**src/rtl/mult_sequencer_if.sv**
```systemverilog
// Bundle of the upstream, multiplier-side and downstream signals of the multiply sequencer.
// master is the sequencer's view; slave is the view of the surrounding logic.
interface mult_sequencer_if;
   logic        in_valid;
   logic        in_ready;
   logic [7:0]  in_a;
   logic [7:0]  in_b;
   logic        mul_put;
   logic [7:0]  mul_idata;
   logic        mul_ready;
   logic [15:0] mul_result;
   logic        mul_result_valid;
   logic        mul_get;
   logic        out_valid;
   logic [15:0] out_data;
   logic        out_ready;
   logic [15:0] done_count;
   logic        proto_err;

   modport master (
      input  in_valid, in_a, in_b, mul_ready, mul_result, mul_result_valid, out_ready,
      output in_ready, mul_put, mul_idata, mul_get, out_valid, out_data, done_count, proto_err
   );

   modport slave (
      output in_valid, in_a, in_b, mul_ready, mul_result, mul_result_valid, out_ready,
      input  in_ready, mul_put, mul_idata, mul_get, out_valid, out_data, done_count, proto_err
   );
endinterface

```
**src/rtl/mult_sequencer.sv**
```systemverilog
// Queues operand pairs, feeds them byte-wise to a put/get multiplier and
// forwards each 16-bit product downstream through a one-entry output register.
module mult_sequencer #(
   parameter int DEPTH = 4
) (
   input logic            clk,
   input logic            rst_b,
   mult_sequencer_if.master bus
);

   localparam int PTR_W = (DEPTH > 2) ? $clog2(DEPTH) : 1;
   localparam logic [PTR_W:0] DEPTH_C = (PTR_W+1)'(DEPTH);

   typedef enum logic [1:0] {IDLE, SEND_A, SEND_B, WAIT_RES} state_t;

   state_t           state_q, state_d;
   logic [7:0]       memA_q [DEPTH];
   logic [7:0]       memB_q [DEPTH];
   logic [PTR_W-1:0] wrPtr_q, rdPtr_q;
   logic [PTR_W:0]   count_q, count_d;
   logic             outValid_q, outValid_d;
   logic [15:0]      outData_q, outData_d;
   logic [15:0]      doneCount_q, doneCount_d;
   logic             protoErr_q, protoErr_d;

   logic             push, pop, load, consume, protoSet;
   logic             mulPut, mulGet;
   logic [7:0]       mulIdata;

   assign bus.in_ready   = (count_q != DEPTH_C);
   assign push           = bus.in_valid && bus.in_ready;
   assign consume        = outValid_q && bus.out_ready;
   assign protoSet       = (bus.mul_result_valid && ((state_q == SEND_A) || (state_q == SEND_B)))
                        || (!bus.mul_ready && (state_q == IDLE));

   assign bus.mul_put    = mulPut;
   assign bus.mul_idata  = mulIdata;
   assign bus.mul_get    = mulGet;
   assign bus.out_valid  = outValid_q;
   assign bus.out_data   = outData_q;
   assign bus.done_count = doneCount_q;
   assign bus.proto_err  = protoErr_q;

   always_ff @(posedge clk) begin
      if (push) begin
         memA_q[wrPtr_q] <= bus.in_a;
         memB_q[wrPtr_q] <= bus.in_b;
      end
   end

   always_comb begin
      count_d = count_q;
      case ({push, pop})
         2'b10:   count_d = count_q + 1'b1;
         2'b01:   count_d = count_q - 1'b1;
         default: count_d = count_q;
      endcase
   end

   // Pair bytes are only dropped from the FIFO once the multiplier has taken both.
   always_comb begin
      state_d  = state_q;
      mulPut   = 1'b0;
      mulIdata = 8'h00;
      mulGet   = 1'b0;
      pop      = 1'b0;
      load     = 1'b0;
      case (state_q)
         IDLE: begin
            if (count_q != '0) state_d = SEND_A;
         end
         SEND_A: begin
            mulPut   = 1'b1;
            mulIdata = memA_q[rdPtr_q];
            if (bus.mul_ready) state_d = SEND_B;
         end
         SEND_B: begin
            mulPut   = 1'b1;
            mulIdata = memB_q[rdPtr_q];
            if (bus.mul_ready) begin
               pop     = 1'b1;
               state_d = WAIT_RES;
            end
         end
         WAIT_RES: begin
            if (bus.mul_result_valid && (!outValid_q || bus.out_ready)) begin
               mulGet  = 1'b1;
               load    = 1'b1;
               state_d = IDLE;
            end
         end
         default: state_d = IDLE;
      endcase
   end

   always_comb begin
      outValid_d  = outValid_q;
      outData_d   = outData_q;
      doneCount_d = doneCount_q;
      protoErr_d  = protoErr_q;
      if (consume) begin
         outValid_d  = 1'b0;
         doneCount_d = doneCount_q + 16'd1;
      end
      if (load) begin
         outValid_d = 1'b1;
         outData_d  = bus.mul_result;
      end
      if (protoSet) protoErr_d = 1'b1;
   end

   always_ff @(posedge clk or negedge rst_b) begin
      if (!rst_b) begin
         state_q     <= IDLE;
         wrPtr_q     <= '0;
         rdPtr_q     <= '0;
         count_q     <= '0;
         outValid_q  <= 1'b0;
         outData_q   <= 16'h0000;
         doneCount_q <= 16'h0000;
         protoErr_q  <= 1'b0;
      end else begin
         state_q     <= state_d;
         count_q     <= count_d;
         outValid_q  <= outValid_d;
         outData_q   <= outData_d;
         doneCount_q <= doneCount_d;
         protoErr_q  <= protoErr_d;
         if (push) wrPtr_q <= wrPtr_q + 1'b1;
         if (pop)  rdPtr_q <= rdPtr_q + 1'b1;
      end
   end

endmodule

```
**src/flat_wrapper.sv**
```systemverilog
// flat-port wrapper written by rule: the top's interface ports become plain ports
module mult_sequencer_flat 
#(
   parameter int DEPTH = 4
)
  (clk, rst_b, bus_in_valid, bus_in_a, bus_in_b, bus_mul_ready, bus_mul_result, bus_mul_result_valid, bus_out_ready, bus_in_ready, bus_mul_put, bus_mul_idata, bus_mul_get, bus_out_valid, bus_out_data, bus_done_count, bus_proto_err);
  mult_sequencer_if bus_i ();
  input logic clk;
  input logic rst_b;
  input wire logic [$bits(bus_i.in_valid)-1:0] bus_in_valid;
  input wire logic [$bits(bus_i.in_a)-1:0] bus_in_a;
  input wire logic [$bits(bus_i.in_b)-1:0] bus_in_b;
  input wire logic [$bits(bus_i.mul_ready)-1:0] bus_mul_ready;
  input wire logic [$bits(bus_i.mul_result)-1:0] bus_mul_result;
  input wire logic [$bits(bus_i.mul_result_valid)-1:0] bus_mul_result_valid;
  input wire logic [$bits(bus_i.out_ready)-1:0] bus_out_ready;
  output wire logic [$bits(bus_i.in_ready)-1:0] bus_in_ready;
  output wire logic [$bits(bus_i.mul_put)-1:0] bus_mul_put;
  output wire logic [$bits(bus_i.mul_idata)-1:0] bus_mul_idata;
  output wire logic [$bits(bus_i.mul_get)-1:0] bus_mul_get;
  output wire logic [$bits(bus_i.out_valid)-1:0] bus_out_valid;
  output wire logic [$bits(bus_i.out_data)-1:0] bus_out_data;
  output wire logic [$bits(bus_i.done_count)-1:0] bus_done_count;
  output wire logic [$bits(bus_i.proto_err)-1:0] bus_proto_err;
  assign bus_i.in_valid = bus_in_valid;
  assign bus_i.in_a = bus_in_a;
  assign bus_i.in_b = bus_in_b;
  assign bus_i.mul_ready = bus_mul_ready;
  assign bus_i.mul_result = bus_mul_result;
  assign bus_i.mul_result_valid = bus_mul_result_valid;
  assign bus_i.out_ready = bus_out_ready;
  assign bus_in_ready = bus_i.in_ready;
  assign bus_mul_put = bus_i.mul_put;
  assign bus_mul_idata = bus_i.mul_idata;
  assign bus_mul_get = bus_i.mul_get;
  assign bus_out_valid = bus_i.out_valid;
  assign bus_out_data = bus_i.out_data;
  assign bus_done_count = bus_i.done_count;
  assign bus_proto_err = bus_i.proto_err;
  mult_sequencer #(.DEPTH(DEPTH)) u_core (.clk(clk), .rst_b(rst_b), .bus(bus_i));
endmodule
```
**config.mk**
```make
export PLATFORM = sky130hd
export DESIGN_NAME = mult_sequencer_flat
export DESIGN_NICKNAME = d
export VERILOG_FILES = /design/src/rtl/mult_sequencer_if.sv /design/src/rtl/mult_sequencer.sv /design/src/flat_wrapper.sv
export SDC_FILE = /design/constraint.sdc
export NUM_CORES = 1
export LEC_CHECK = 0
export CORE_AREA = 8 8 109 111
export DETAILED_ROUTE_END_ITERATION = 16
export DIE_AREA = 0 0 117 119
export HOLD_SLACK_MARGIN = 0.03
export PLACE_DENSITY = 0.7
export SYNTH_ARGS = -nofsm -noshare
export SYNTH_HDL_FRONTEND = slang
export SYNTH_SLANG_ARGS = --single-unit
```
**constraint.sdc**
```tcl
create_clock -name clk -period 3.15 [get_ports clk]
set_input_delay 0.63 -clock clk [delete_from_list [all_inputs] [get_ports clk]]
set_output_delay 0.63 -clock clk [all_outputs]
set_load 0.02 [all_outputs]
```
==> results of run 1 <==
-- registers in the layout, summed over array words and instances (netlist names) --
signal	count
u_core.memA_q	32
u_core.bus.out_valid	1
u_core.state_q	2
u_core.bus.done_count	16
u_core.count_q	3
u_core.memB_q	32
u_core.bus.out_data	16
u_core.bus.proto_err	1
u_core.wrPtr_q	2
u_core.rdPtr_q	2
-- path summary, 6_finish.rpt --
kind / from / end / slack [ns] / cells past startpoint
worst max-delay path: u_core.rdPtr_q[0] / bus_mul_idata[6] / 0.18 / 5
worst min register to register: u_core.bus.done_count[15] / u_core.bus.done_count[15] / 0.48 / 1
worst min-delay path: rst_b / u_core.bus.done_count[7] / 0.41 / 1
min in group clk: u_core.bus.done_count[15] / u_core.bus.done_count[15] / 0.48 / 1
worst max register to register: u_core.state_q[0] / u_core.count_q[2] / 0.83 / 9
max in group asynchronous: rst_b / u_core.wrPtr_q[1] / 2.16 / 1
-- routing by layer --
metal / global-route usage / share of wire / vias up
li1: - / - / 1134
met1: 0.1634 / 0.43 / 1208
met2: 0.1987 / 0.47 / 78
met3: 0.04245 / 0.085 / 9
met4: 0.03923 / 0.012 / 0
met5: 0 / 0 / -
-- synthesized netlist by cell type (3+ instances only) --
cell	number	area [sq um]
xor2_1	7	61.31
xnor2_1	14	122.6
nand2_1	9	33.78
nor2b_1	9	56.30
buf_2	5	25.02
mux2_2	19	214.0
and2_1	3	18.77
mux4_1	5	131.4
a22oi_2	8	100.1
edfxtp_1	64	1922
inv_1	11	41.29
nand4_1	7	43.79
and3_1	5	31.28
nor2_1	9	33.78
dfrtp_1	43	1076
nand3_1	5	25.02
ha_1	10	125.1
mux4_2	11	247.7
-- where the power goes --
group          switching, W  internal [W]  leakage, nW
Clock              0.000466      0.000291       0.0818
Sequential         0.000187       0.00187         1.12
Combinational       0.00102       0.00107        0.900
Total               0.00167       0.00323         2.10
-- layout by cell type, fill, tap and decap left out --
| master | instances |
|---|---|
| mux2_2 | 19 |
| nand3_2 | 1 |
| nor2_1 | 9 |
| a22oi_2 | 8 |
| nand2_1 | 9 |
| ha_2 | 1 |
| edfxtp_1 | 64 |
| mux2i_1 | 1 |
| a221o_1 | 1 |
| clkbuf_8 | 9 |
| a221oi_2 | 1 |
| xnor2_1 | 14 |
| nor2b_1 | 9 |
| o21ai_0 | 1 |
| clkinvlp_4 | 3 |
| dfrtp_1 | 43 |
| fa_1 | 1 |
| clkdlybuf4s50_1 | 81 |
| nand4_1 | 7 |
| mux4_2 | 11 |
| xor2_1 | 7 |
| nand2b_2 | 1 |
| nor3_1 | 1 |
| buf_4 | 5 |
| inv_1 | 11 |
| inv_6 | 1 |
| ha_1 | 9 |
| buf_2 | 1 |
| mux4_1 | 5 |
| and2_1 | 3 |
| nand3_1 | 5 |
| clkinv_2 | 1 |
| and3_1 | 5 |
| buf_12 | 2 |
| clkinv_4 | 2 |
-- metrics by stage --
| stage | setup WS, ns | setup TNS [ns] |
|---|---|---|
| after floorplan | 1.044 | 0 |
| after global placement | 0.4962 | 0 |
| after detailed placement | 0.4486 | 0 |
| after CTS | 0.1277 | 0 |
| after global routing | -0.003320 | -0.003320 |
| final | 0.1822 | 0 |
-- layout make-up --
cell class              count  share of cell area
clock buffers               9             0.02207
clock inverters             7            0.009588
inverters                  11            0.007358
multi-input cells         129              0.2372
flip-flops and latches    107              0.5342
well taps                 136             0.03032
repair buffers             89              0.1592
-- critical path: stages (launching register included) --
cell	delay (ns)
dfrtp_1	0.39
buf_12	0.19
mux4_1	0.58
a22oi_2	0.19
nor2b_1	0.06
clkdlybuf4s50_1	0.57
-- timing repair --
item | in CTS | in global routing
resized for setup | 0 | 1
setup endpoints to repair | 0 | 1
hold endpoints to repair | 0 | 0
-- cell families after synthesis --
kind of cell,after synthesis,synth area share
AOI/OAI and AO/OA,11,0.02941
xor gates and xnor gates,21,0.04157
adders and majority gates,11,0.03281
buffers and inverters,18,0.02206
DFF,107,0.6776
muxes,36,0.1363
and+or+nand+nor,50,0.06023
==> load_flow_metrics.sql, run 1 <==
INSERT INTO impl_metrics (metric_group, metric, value, unit) VALUES
('clocking', 'post_cts_hold_buffer_count', '0', ''),
('final_layout', 'layout-drive-gt1-share', '0.1875', ''),
('final_layout', 'post-route-cell-area', '5612', 'sq um'),
('detailed_routing', 'vias', '2429', ''),
('yosys', 'synth_cell_type_count', '28', ''),
('setup_path', 'critical_path_startpoint_category', 'flop', ''),
('power', 'ir_drop', '0.4786', 'mV'),
('setup_path', 'cp_max_fo', '18', ''),
('yosys', 'synth_nets', '303', ''),
('timing', 'final-hold-violation-count', '0', ''),
('clocking', 'clk_transition_reported_paths', '0.10', 'ns'),
('job', 'cap_violations', '0', ''),
('clocking', 'post-cts-setup-buffer-count', '0', ''),
('clocking', 'cts_sinks', '107', ''),
('floorplanning', 'rows', '37', ''),
('final_layout', 'multi_input_comb_area', '1331', 'sq um'),
('timing', 'maxClockFrequency', '0.3370', 'GHz'),
('final_layout', 'finish.cell_count_without_fillers', '488', ''),
('detailed_routing', 'routed_via_density', '4.977', ''),
('detailed_routing', 'detail_route.first_pass.iterations', '4', ''),
('place', 'io_buffers', '82', ''),
('setup_path', 'worstSetupEndpointType', 'output pin', ''),
('detailed_routing', 'antenna_left', '0', ''),
('yosys', 'synth_enable_flop_cells', '64', ''),
('clocking', 'cts.htree.levels', '3', ''),
('setup_path', 'cp.required', '2.52', 'ns'),
('global_route', 'grt_max_degree', '44', ''),
('detailed_routing', 'drcViolationCount', '0', ''),
('yosys', 'synthesized_area', '4424', 'sq um'),
('detailed_routing', 'detail_route.iter0.violations', '90', ''),
('clocking', 'numCtsBuffers', '9', ''),
('final_layout', 'fillers', '849', ''),
('final_layout', 'final_core_util', '0.5560', ''),
('timing', 'fin_skew', '0.008695', 'ns'),
('place', 'dp_cells', '472', ''),
('place', 'placed_area', '5431', 'sq um'),
('global_route', 'grt_first_pass_wirelength', '13690', 'um'),
('timing', 'min_period_over_period', '0.9422', ''),
('timing', 'timing.final.max_slew_violations', '0', ''),
('floorplanning', 'design.portCount', '83', ''),
('final_layout', 'design.final.nets', '396', ''),
('final_layout', 'synthToLayoutAreaGrowth', '26.84', '%'),
('power', 'power_leakage', '2.103', 'nW'),
('timing', 'worst-slew-pin-transition', '0.9454', 'ns'),
('timing', 'final.min_clock_period', '2.968', 'ns'),
('detailed_routing', 'routed_wl', '8550', 'um'),
('floorplanning', 'dieWidth', '117', 'um'),
('floorplanning', 'start_util', '0.4384', ''),
('yosys', 'post_synth_inst_count', '254', ''),
('clocking', 'max-clock-path-buffers', '2', ''),
('floorplanning', 'core_region_area', '10090', 'sq um'),
('worst_hold_path', 'holdCritPathClass', 'in2async', ''),
('setup_path', 'crit_type', 'reg2out', ''),
('timing', 'whs', '0.4084', 'ns'),
('yosys', 'yosys_warnings', '0', ''),
('floorplanning', 'fp.dieH', '119', 'um'),
('yosys', 'yosys_register_bits', '107', ''),
('global_route', 'globalRoute.totalOverflow', '0', ''),
('setup_path', 'critPathArrivalTime', '2.34', 'ns'),
('floorplanning', 'dieArea', '13920', 'sq um'),
('timing', 'finalSetupViolCount', '0', ''),
('clocking', 'cts_root_buffer', 'clkbuf_8', ''),
('global_route', 'antenna_found_initial', '0', ''),
('final_layout', 'seqCellArea', '2998', 'sq um'),
('clocking', 'clock_insertion_delay_worst_skew', '0.36', 'ns'),
('global_route', 'via_count_of_the_first_global_routing_pass', '2620', ''),
('run_status', 'status', 'finished clean', ''),
('place', 'dp_hpwl', '5888', 'um'),
('global_route', 'globalRouteTotalUtil', '0.1271', ''),
('yosys', 'syn-mean-instance-area', '17.42', 'sq um'),
('power', 'total_power', '0.004899', 'W'),
('clocking', 'tritoncts', 'yes', ''),
('final_layout', 'num_antenna_cells', '0', ''),
('yosys', 'postSynth.topFlopCell', 'edfxtp_1', ''),
('yosys', 'yosysSeqAreaShare', '0.6776', ''),
('place', 'place.gp.congestion', '0.7275', ''),
('power', 'power_density', '873.1', 'nW/um^2'),
('detailed_routing', 'wire_per_inst', '17.52', 'um'),
('yosys', 'synth_async_sr_flop_share', '0.4019', ''),
('timing', 'max_slew_margin', '0.3697', '');
(Power assumes the default switching activity.)
==> inputs of run 2 (changes only) <==
--- a/config.mk
+++ b/config.mk
@@ -10,6 +10,7 @@
 export DIE_AREA = 0 0 117 119
 export HOLD_SLACK_MARGIN = 0.03
 export PLACE_DENSITY = 0.7
+export RECOVER_POWER = 100
 export SYNTH_ARGS = -nofsm -noshare
 export SYNTH_HDL_FRONTEND = slang
 export SYNTH_SLANG_ARGS = --single-unit
==> load_flow_metrics.sql, run 2 (synthesized netlist as in run 1, its figures left out) <==
INSERT INTO impl_metrics (metric_group, metric, value, unit) VALUES
('clocking', 'max-clock-path-buffers', '2', ''),
('setup_path', 'cp_max_fo', '18', ''),
('setup_path', 'reg2reg_depth', '9', ''),
('global_route', 'via_count_of_the_first_global_routing_pass', '2620', ''),
('power', 'power_leakage', '2.108', 'nW'),
('floorplanning', 'rows', '37', ''),
('timing', 'max_slew_margin', '-0.4995', ''),
('floorplanning', 'dieArea', '13920', 'sq um'),
('final_layout', 'num_antenna_cells', '0', ''),
('final_layout', 'fillers', '849', ''),
('detailed_routing', 'detail_route.first_pass.iterations', '4', ''),
('power', 'ir_drop', '0.4785', 'mV'),
('final_layout', 'layout-drive-gt1-share', '0.1761', ''),
('clocking', 'cts.htree.levels', '3', ''),
('timing', 'min_period_over_period', '0.9626', ''),
('detailed_routing', 'detail_route.wirelength.met1', '3733', 'um'),
('place', 'place.gp.congestion', '0.7275', ''),
('timing', 'whs', '0.4769', 'ns'),
('timing', 'timing.final.max_slew_violations', '44', ''),
('floorplanning', 'fp.dieH', '119', 'um'),
('place', 'dp_hpwl', '5888', 'um'),
('run_status', 'failed_checks', 'capacitance limit, slew limit', ''),
('detailed_routing', 'vias', '2428', ''),
('setup_path', 'timing.critical_path.depth', '5', ''),
('setup_path', 'cp_slowest_stage_delay', '0.65', 'ns'),
('detailed_routing', 'wire_per_inst', '17.48', 'um'),
('clocking', 'post-cts-setup-buffer-count', '0', ''),
('final_layout', 'mostFrequentLayoutCells', 'edfxtp_1, clkdlybuf4s50_1, dfrtp_1, dlygate4sd3_1, mux2_2', ''),
('timing', 'worst-slew-pin-transition', '2.249', 'ns'),
('job', 'cap_violations', '1', ''),
('detailed_routing', 'routed_wl', '8528', 'um'),
('setup_path', 'timing.critical_path.slowest_stage_cell', 'dlygate4sd3_1', ''),
('global_route', 'grt_max_degree', '44', ''),
('floorplanning', 'start_util', '0.4384', ''),
('floorplanning', 'design.portCount', '83', ''),
('final_layout', 'reg.largest.list', 'u_core.memA_q (32), u_core.memB_q (32)', ''),
('timing', 'fin_skew', '0.009616', 'ns'),
('worst_hold_path', 'holdCritPathClass', 'reg2reg', ''),
('detailed_routing', 'detail_route.iter0.violations', '97', ''),
('worst_hold_path', 'hold_start', 'u_core.bus.done_count[15]', ''),
('worst_hold_path', 'cell_count_of_the_worst_hold_path', '1', ''),
('detailed_routing', 'drcViolationCount', '0', ''),
('floorplanning', 'core_region_area', '10090', 'sq um'),
('final_layout', 'design.final.nets', '396', ''),
('detailed_routing', 'antenna_left', '0', ''),
('setup_path', 'r2r_start', 'u_core.state_q[0]', ''),
('setup_path', 'worstPathCellList', 'buf_12 > mux4_2 > a22oi_2 > nor2b_1 > dlygate4sd3_1', ''),
('run_status', 'status', 'finished with violations', ''),
('clocking', 'tritoncts', 'yes', ''),
('setup_path', 'critical_path_startpoint_category', 'flop', ''),
('setup_path', 'worst_path_dominant_cell_family', 'buffers and inverters', ''),
('power', 'power_density', '869.1', 'nW/um^2'),
('final_layout', 'final_common_cell', 'edfxtp_1', ''),
('clocking', 'clock_insertion_delay_worst_skew', '0.36', 'ns'),
('setup_path', 'worstSetupEndpointType', 'output pin', ''),
('timing', 'finalSetupViolCount', '0', ''),
('detailed_routing', 'met3_length', '714', 'um'),
('timing', 'final-hold-violation-count', '0', ''),
('clocking', 'cts_root_buffer', 'clkbuf_8', ''),
('setup_path', 'critPathArrivalTime', '2.40', 'ns'),
('timing', 'fin_setup_tns', '0', 'ns'),
('clocking', 'clk_transition_reported_paths', '0.10', 'ns'),
('detailed_routing', 'routed-wl-met2', '3974', 'um'),
('detailed_routing', 'routed_via_density', '4.975', ''),
('clocking', 'cts_sinks', '107', ''),
('global_route', 'antenna_found_initial', '0', ''),
('clocking', 'numCtsBuffers', '9', ''),
('global_route', 'globalRoute.totalOverflow', '0', ''),
('setup_path', 'critical_path_buf_inv_count', '2', ''),
('setup_path', 'worst_setup_slack_for_register_to_register_paths', '0.86', 'ns'),
('global_route', 'globalRouteTotalUtil', '0.1271', ''),
('floorplanning', 'dieWidth', '117', 'um'),
('detailed_routing', 'top_layer', 'met4', ''),
('timing', 'grt_setup_unrepaired', 'false', ''),
('global_route', 'grt_first_pass_wirelength', '13690', 'um'),
('setup_path', 'cp.required', '2.52', 'ns'),
('timing', 'maxClockFrequency', '0.3298', 'GHz'),
('place', 'io_buffers', '82', ''),
('setup_path', 'crit_type', 'reg2out', ''),
('final_layout', 'synthToLayoutAreaGrowth', '26.47', '%'),
('timing', 'final.min_clock_period', '3.032', 'ns'),
('setup_path', 'crit_path_start', 'u_core.rdPtr_q[0]', '');
==> run 2: changes by cell type in the layout (fill, tap and decap cells not counted) <==
cell,change
clkdlybuf4s50_1,-20
dlygate4sd3_1,+20
a22oi_1,+3
a22oi_2,-3
and2_0,+2
and2_1,-2
buf_2,-1
clkbuf_1,+1
==> run 2: final timing paths <==
path                                             end
hold reg to reg            u_core.bus.done_count[15]
min in group asynchronous   u_core.bus.done_count[7]
hold / removal             u_core.bus.done_count[15]
setup reg to reg                   u_core.count_q[2]
setup / recovery                    bus_mul_idata[4]
max in group asynchronous          u_core.rdPtr_q[1]
==> run 2: layout make-up <==
| type | instances | area, sq um | area share |
|---|---|---|---|
| Clock inverter | 7 | 53.80 | 0.009615 |
| Sequential cell | 107 | 2998 | 0.5358 |
| Timing Repair Buffer | 89 | 892.1 | 0.1594 |
| Multi-Input combinational cell | 129 | 1316 | 0.2352 |
| Tap cell | 136 | 170.2 | 0.03041 |
| Inverter | 11 | 41.29 | 0.007379 |
| Clock buffer | 9 | 123.9 | 0.02214 |
==> run 2: metal layers <==
metal	GRT usage	up-vias
met5	0	-
met4	0.03923	0
met3	0.04245	9
met2	0.1987	74
met1	0.1634	1211
li1	-	1134
==> run 2: what timing repair did <==
item / 4_1_cts / 5_1_grt
hold buffers: 0 / 0
endpoints found under the setup margin: 0 / 1
resized for setup: 0 / 1
==> run 2: report_power, final <==
part / internal [W] / total (W) / switching (W)
registers: 0.00187 / 0.00206 / 0.000187
logic: 0.00104 / 0.00205 / 0.00101
clock network: 0.000291 / 0.000757 / 0.000466
total: 0.00320 / 0.00486 / 0.00166
==> run 2: through the flow <==
stage / area, sq um / setup WS (ns) / total power [W] / util / instances
detailed placement: 5431 / 0.4486 / 0.004214 / 0.5382 / 472
CTS: 5609 / 0.1277 / 0.004990 / 0.5558 / 488
floorplan: 4424 / 1.044 / 0.003383 / - / 254
finish: 5595 / 0.1178 / 0.004863 / 0.5544 / 488
global placement: 5431 / 0.4962 / 0.004172 / 0.5382 / 472
global route: 5595 / 0.009756 / 0.005174 / 0.5544 / 488
==> inputs of run 3 (changes only) <==
--- a/config.mk
+++ b/config.mk
@@ -5,12 +5,14 @@
 export SDC_FILE = /design/constraint.sdc
 export NUM_CORES = 1
 export LEC_CHECK = 0
-export CORE_AREA = 8 8 109 111
+export ABC_AREA = 1
+export CORE_AREA = 8 8 113 115
 export DETAILED_ROUTE_END_ITERATION = 16
-export DIE_AREA = 0 0 117 119
+export DIE_AREA = 0 0 121 123
 export HOLD_SLACK_MARGIN = 0.03
 export PLACE_DENSITY = 0.7
 export RECOVER_POWER = 100
 export SYNTH_ARGS = -nofsm -noshare
 export SYNTH_HDL_FRONTEND = slang
 export SYNTH_SLANG_ARGS = --single-unit
+export TNS_END_PERCENT = 1
==> load_flow_metrics.sql, run 3 <==
INSERT INTO impl_metrics (metric_group, metric, value, unit) VALUES
('run_status', 'status', 'finished with violations', ''),
('run_status', 'failed_checks', 'capacitance limit, slew limit', ''),
('detailed_routing', 'antenna_left', '0', ''),
('timing', 'finalSetupViolCount', '0', ''),
('global_route', 'grt_max_degree', '44', ''),
('setup_path', 'cp_max_fo', '9', ''),
('yosys', 'synth_most_common_cell', 'nand2_1', ''),
('yosys', 'synth_top_cells_by_area', 'edfxtp_1, dfrtp_1, nand2_1', ''),
('setup_path', 'critical_path_startpoint_category', 'flop', ''),
('final_layout', 'num_antenna_cells', '0', ''),
('yosys', 'syn-mean-instance-area', '9.416', 'sq um'),
('global_route', 'grt_first_pass_wirelength', '18090', 'um'),
('place', 'placed_area', '5834', 'sq um'),
('timing', 'maxClockFrequency', '0.3308', 'GHz'),
('timing', 'timing.final.max_slew_violations', '44', ''),
('clocking', 'numCtsBuffers', '9', ''),
('detailed_routing', 'wire_per_inst', '14.49', 'um'),
('place', 'dp_hpwl', '7580', 'um'),
('yosys', 'synth_enable_flop_cells', '64', ''),
('detailed_routing', 'vias', '3566', ''),
('clocking', 'cts.htree.levels', '3', ''),
('yosys', 'yosys_warnings', '0', ''),
('floorplanning', 'rows', '39', ''),
('setup_path', 'timing.critical_path.slowest_stage_cell', 'dlygate4sd3_1', ''),
('floorplanning', 'dieWidth', '121', 'um'),
('worst_hold_path', 'holdCritPathClass', 'reg2reg', ''),
('clocking', 'cts_root_buffer', 'clkbuf_16', ''),
('floorplanning', 'start_util', '0.4386', ''),
('power', 'total_power', '0.005224', 'W'),
('timing', 'final-hold-violation-count', '0', ''),
('detailed_routing', 'detail_route.iter0.violations', '169', ''),
('setup_path', 'critPathArrivalTime', '2.39', 'ns'),
('timing', 'grt_setup_unrepaired', 'false', ''),
('setup_path', 'cp_slowest_stage_delay', '0.71', 'ns'),
('timing', 'max_slew_margin', '-0.5151', ''),
('yosys', 'post_synth_inst_count', '516', ''),
('detailed_routing', 'routed_via_density', '4.748', ''),
('yosys', 'post_synth_xor_area_fraction', '0.02163', ''),
('yosys', 'leading_area_contributor_after_synthesis', 'edfxtp_1', ''),
('power', 'ir_drop', '0.4169', 'mV'),
('timing', 'fin_skew', '0.006903', 'ns'),
('final_layout', 'post-route-cell-area', '6090', 'sq um'),
('yosys', 'synth_cell_type_count', '26', ''),
('clocking', 'max-clock-path-buffers', '2', ''),
('timing', 'fin_ws', '0.1267', 'ns'),
('yosys', 'synth_async_sr_flop_share', '0.4019', ''),
('final_layout', 'fillers', '1017', ''),
('clocking', 'cts_sinks', '107', ''),
('timing', 'worst-slew-pin-transition', '2.273', 'ns'),
('timing', 'whs', '0.4731', 'ns'),
('yosys', 'ys_top_cells_by_count', 'nand2_1, inv_1, edfxtp_1', ''),
('yosys', 'yosysTopAreaCellShare', '0.3956', ''),
('power', 'power_density', '857.9', 'nW/um^2'),
('setup_path', 'crit_type', 'reg2out', ''),
('yosys', 'largest_family_of_logic_cells_by_synthesized_area', 'simple AND/OR/NAND/NOR gates', ''),
('clocking', 'clk_transition_reported_paths', '0.07', 'ns'),
('yosys', 'postSynth.topFlopCell', 'edfxtp_1', ''),
('final_layout', 'layout-drive-gt1-share', '0.03783', ''),
('yosys', 'synth_simple_gate_area_frac', '0.2305', ''),
('final_layout', 'final_common_cell', 'nand2_1', ''),
('yosys', 'yosys_register_bits', '107', ''),
('setup_path', 'worstSetupEndpointType', 'output pin', ''),
('detailed_routing', 'routed_wl', '10880', 'um'),
('setup_path', 'worstPathCellList', 'inv_1 > ha_1 > clkinv_1 > a21oi_1 > dlygate4sd3_1', ''),
('clocking', 'post-cts-setup-buffer-count', '0', ''),
('detailed_routing', 'drcViolationCount', '0', ''),
('global_route', 'antenna_found_initial', '1', ''),
('place', 'place.gp.congestion', '0.8178', ''),
('final_layout', 'mostFrequentLayoutCells', 'nand2_1, inv_1, edfxtp_1, dlygate4sd3_1, dfrtp_1', ''),
('yosys', 'synth-compound-area-share', '0.01906', ''),
('floorplanning', 'core_region_area', '11080', 'sq um'),
('global_route', 'globalRouteTotalUtil', '0.1538', ''),
('power', 'power_leakage', '2.860', 'nW'),
('place', 'dpl_worst_slack', '0.4610', 'ns'),
('yosys', 'arithmetic_cell_share_of_the_synthesized_area_counting_full_adders_half_adders_and_majority_gates', '0.02987', ''),
('global_route', 'globalRoute.totalOverflow', '0', ''),
('detailed_routing', 'detail_route.first_pass.iterations', '5', ''),
('timing', 'final.min_clock_period', '3.023', 'ns'),
('setup_path', 'cp.required', '2.52', 'ns'),
('yosys', 'yosysSeqAreaShare', '0.6170', ''),
('job', 'cap_violations', '1', ''),
('global_route', 'via_count_of_the_first_global_routing_pass', '3756', ''),
('place', 'io_buffers', '82', ''),
('clocking', 'clock_insertion_delay_worst_skew', '0.34', 'ns'),
('final_layout', 'synthToLayoutAreaGrowth', '25.34', '%'),
('final_layout', 'reg.largest.list', 'u_core.memA_q (32), u_core.memB_q (32)', ''),
('final_layout', 'design.final.nets', '652', ''),
('floorplanning', 'fp.dieH', '123', 'um'),
('floorplanning', 'design.portCount', '83', ''),
('yosys', 'synthesized_area', '4858', 'sq um'),
('floorplanning', 'dieArea', '14880', 'sq um'),
('timing', 'fin_setup_tns', '0', 'ns'),
('yosys', 'synth_mux_area_frac', '0', ''),
('timing', 'min_period_over_period', '0.9598', ''),
('yosys', 'synth_nets', '565', ''),
('clocking', 'tritoncts', 'yes', '');
## run 3: cell type report
| type | instances | area (sq um) | share of cell area |
|---|---|---|---|
| Clock inverter | 6 | 67.56 | 0.01110 |
| Inverter | 85 | 321.6 | 0.05280 |
| Clock buffer | 10 | 229.0 | 0.03760 |
| Multi-Input combinational cell | 310 | 1439 | 0.2363 |
| Tap cell | 143 | 178.9 | 0.02938 |
| Sequential cell | 107 | 2998 | 0.4923 |
| Timing Repair Buffer | 90 | 855.8 | 0.1405 |
## run 3: what timing repair did
| action | in CTS | in global routing |
|---|---|---|
| hold buffers | 0 | 0 |
| hold endpoints to repair | 0 | 0 |
| endpoints found under the setup margin | 0 | 5 |
| resized for setup | 0 | 2 |
## run 3: final timing paths
kind	to	from	depth (start not counted)	slack [ns]
worst min-delay path	u_core.bus.out_data[0]	u_core.bus.out_data[0]	2	0.47
min in group asynchronous	u_core.bus.done_count[11]	rst_b	1	0.96
worst min register to register	u_core.bus.out_data[0]	u_core.bus.out_data[0]	2	0.47
worst max register to register	u_core.count_q[2]	u_core.state_q[0]	10	0.88
worst max-delay path	bus_mul_idata[0]	u_core.state_q[1]	5	0.13
max in group asynchronous	u_core.state_q[1]	rst_b	1	0.89
## run 3: cells by family (layout without fill, tap and decap cells)
kind of cell | after synthesis | count (layout)
xor gates and xnor gates | 12 | 12
AOI/OAI and AO/OA | 17 | 17
buffers and inverters | 99 | 191
adders and majority gates | 11 | 11
DFF | 107 | 107
and+or+nand+nor | 270 | 270
## run 3: where the power goes
group	switching [W]	total, W	leakage [nW]	internal [W]
clock	0.000493	0.00111	0.135	0.000617
sequential	0.000182	0.00204	1.11	0.00186
combinational	0.00133	0.00207	1.62	0.000737
total	0.00201	0.00522	2.86	0.00322
## run 3: through the flow
stage,std cells,utilization
5_1_grt,751,0.5498
2_1_floorplan,516,-
3_5_place_dp,735,0.5267
6_report,751,0.5498
3_3_place_gp,735,0.5267
4_1_cts,751,0.5535
## run 3: routing by layer
| metal | vias up | share of wire | GRT usage | wire [um] |
|---|---|---|---|---|
| met5 | - | 0.0011 | 0 | 12 |
| met4 | 2 | 0.012 | 0.05230 | 132 |
| met3 | 16 | 0.090 | 0.05890 | 981 |
| met2 | 111 | 0.47 | 0.2532 | 5089 |
| met1 | 1651 | 0.43 | 0.1817 | 4668 |
| li1 | 1786 | - | - | - |
## run 3: critical path, delay by kind of cell (launching register included)
family,cells,cell delay (ns)
flip-flops,1,0.40
AO/OA/AOI/OAI,1,0.26
buffers and inverters,3,1.08
adder cells (fa/ha/maj),1,0.32
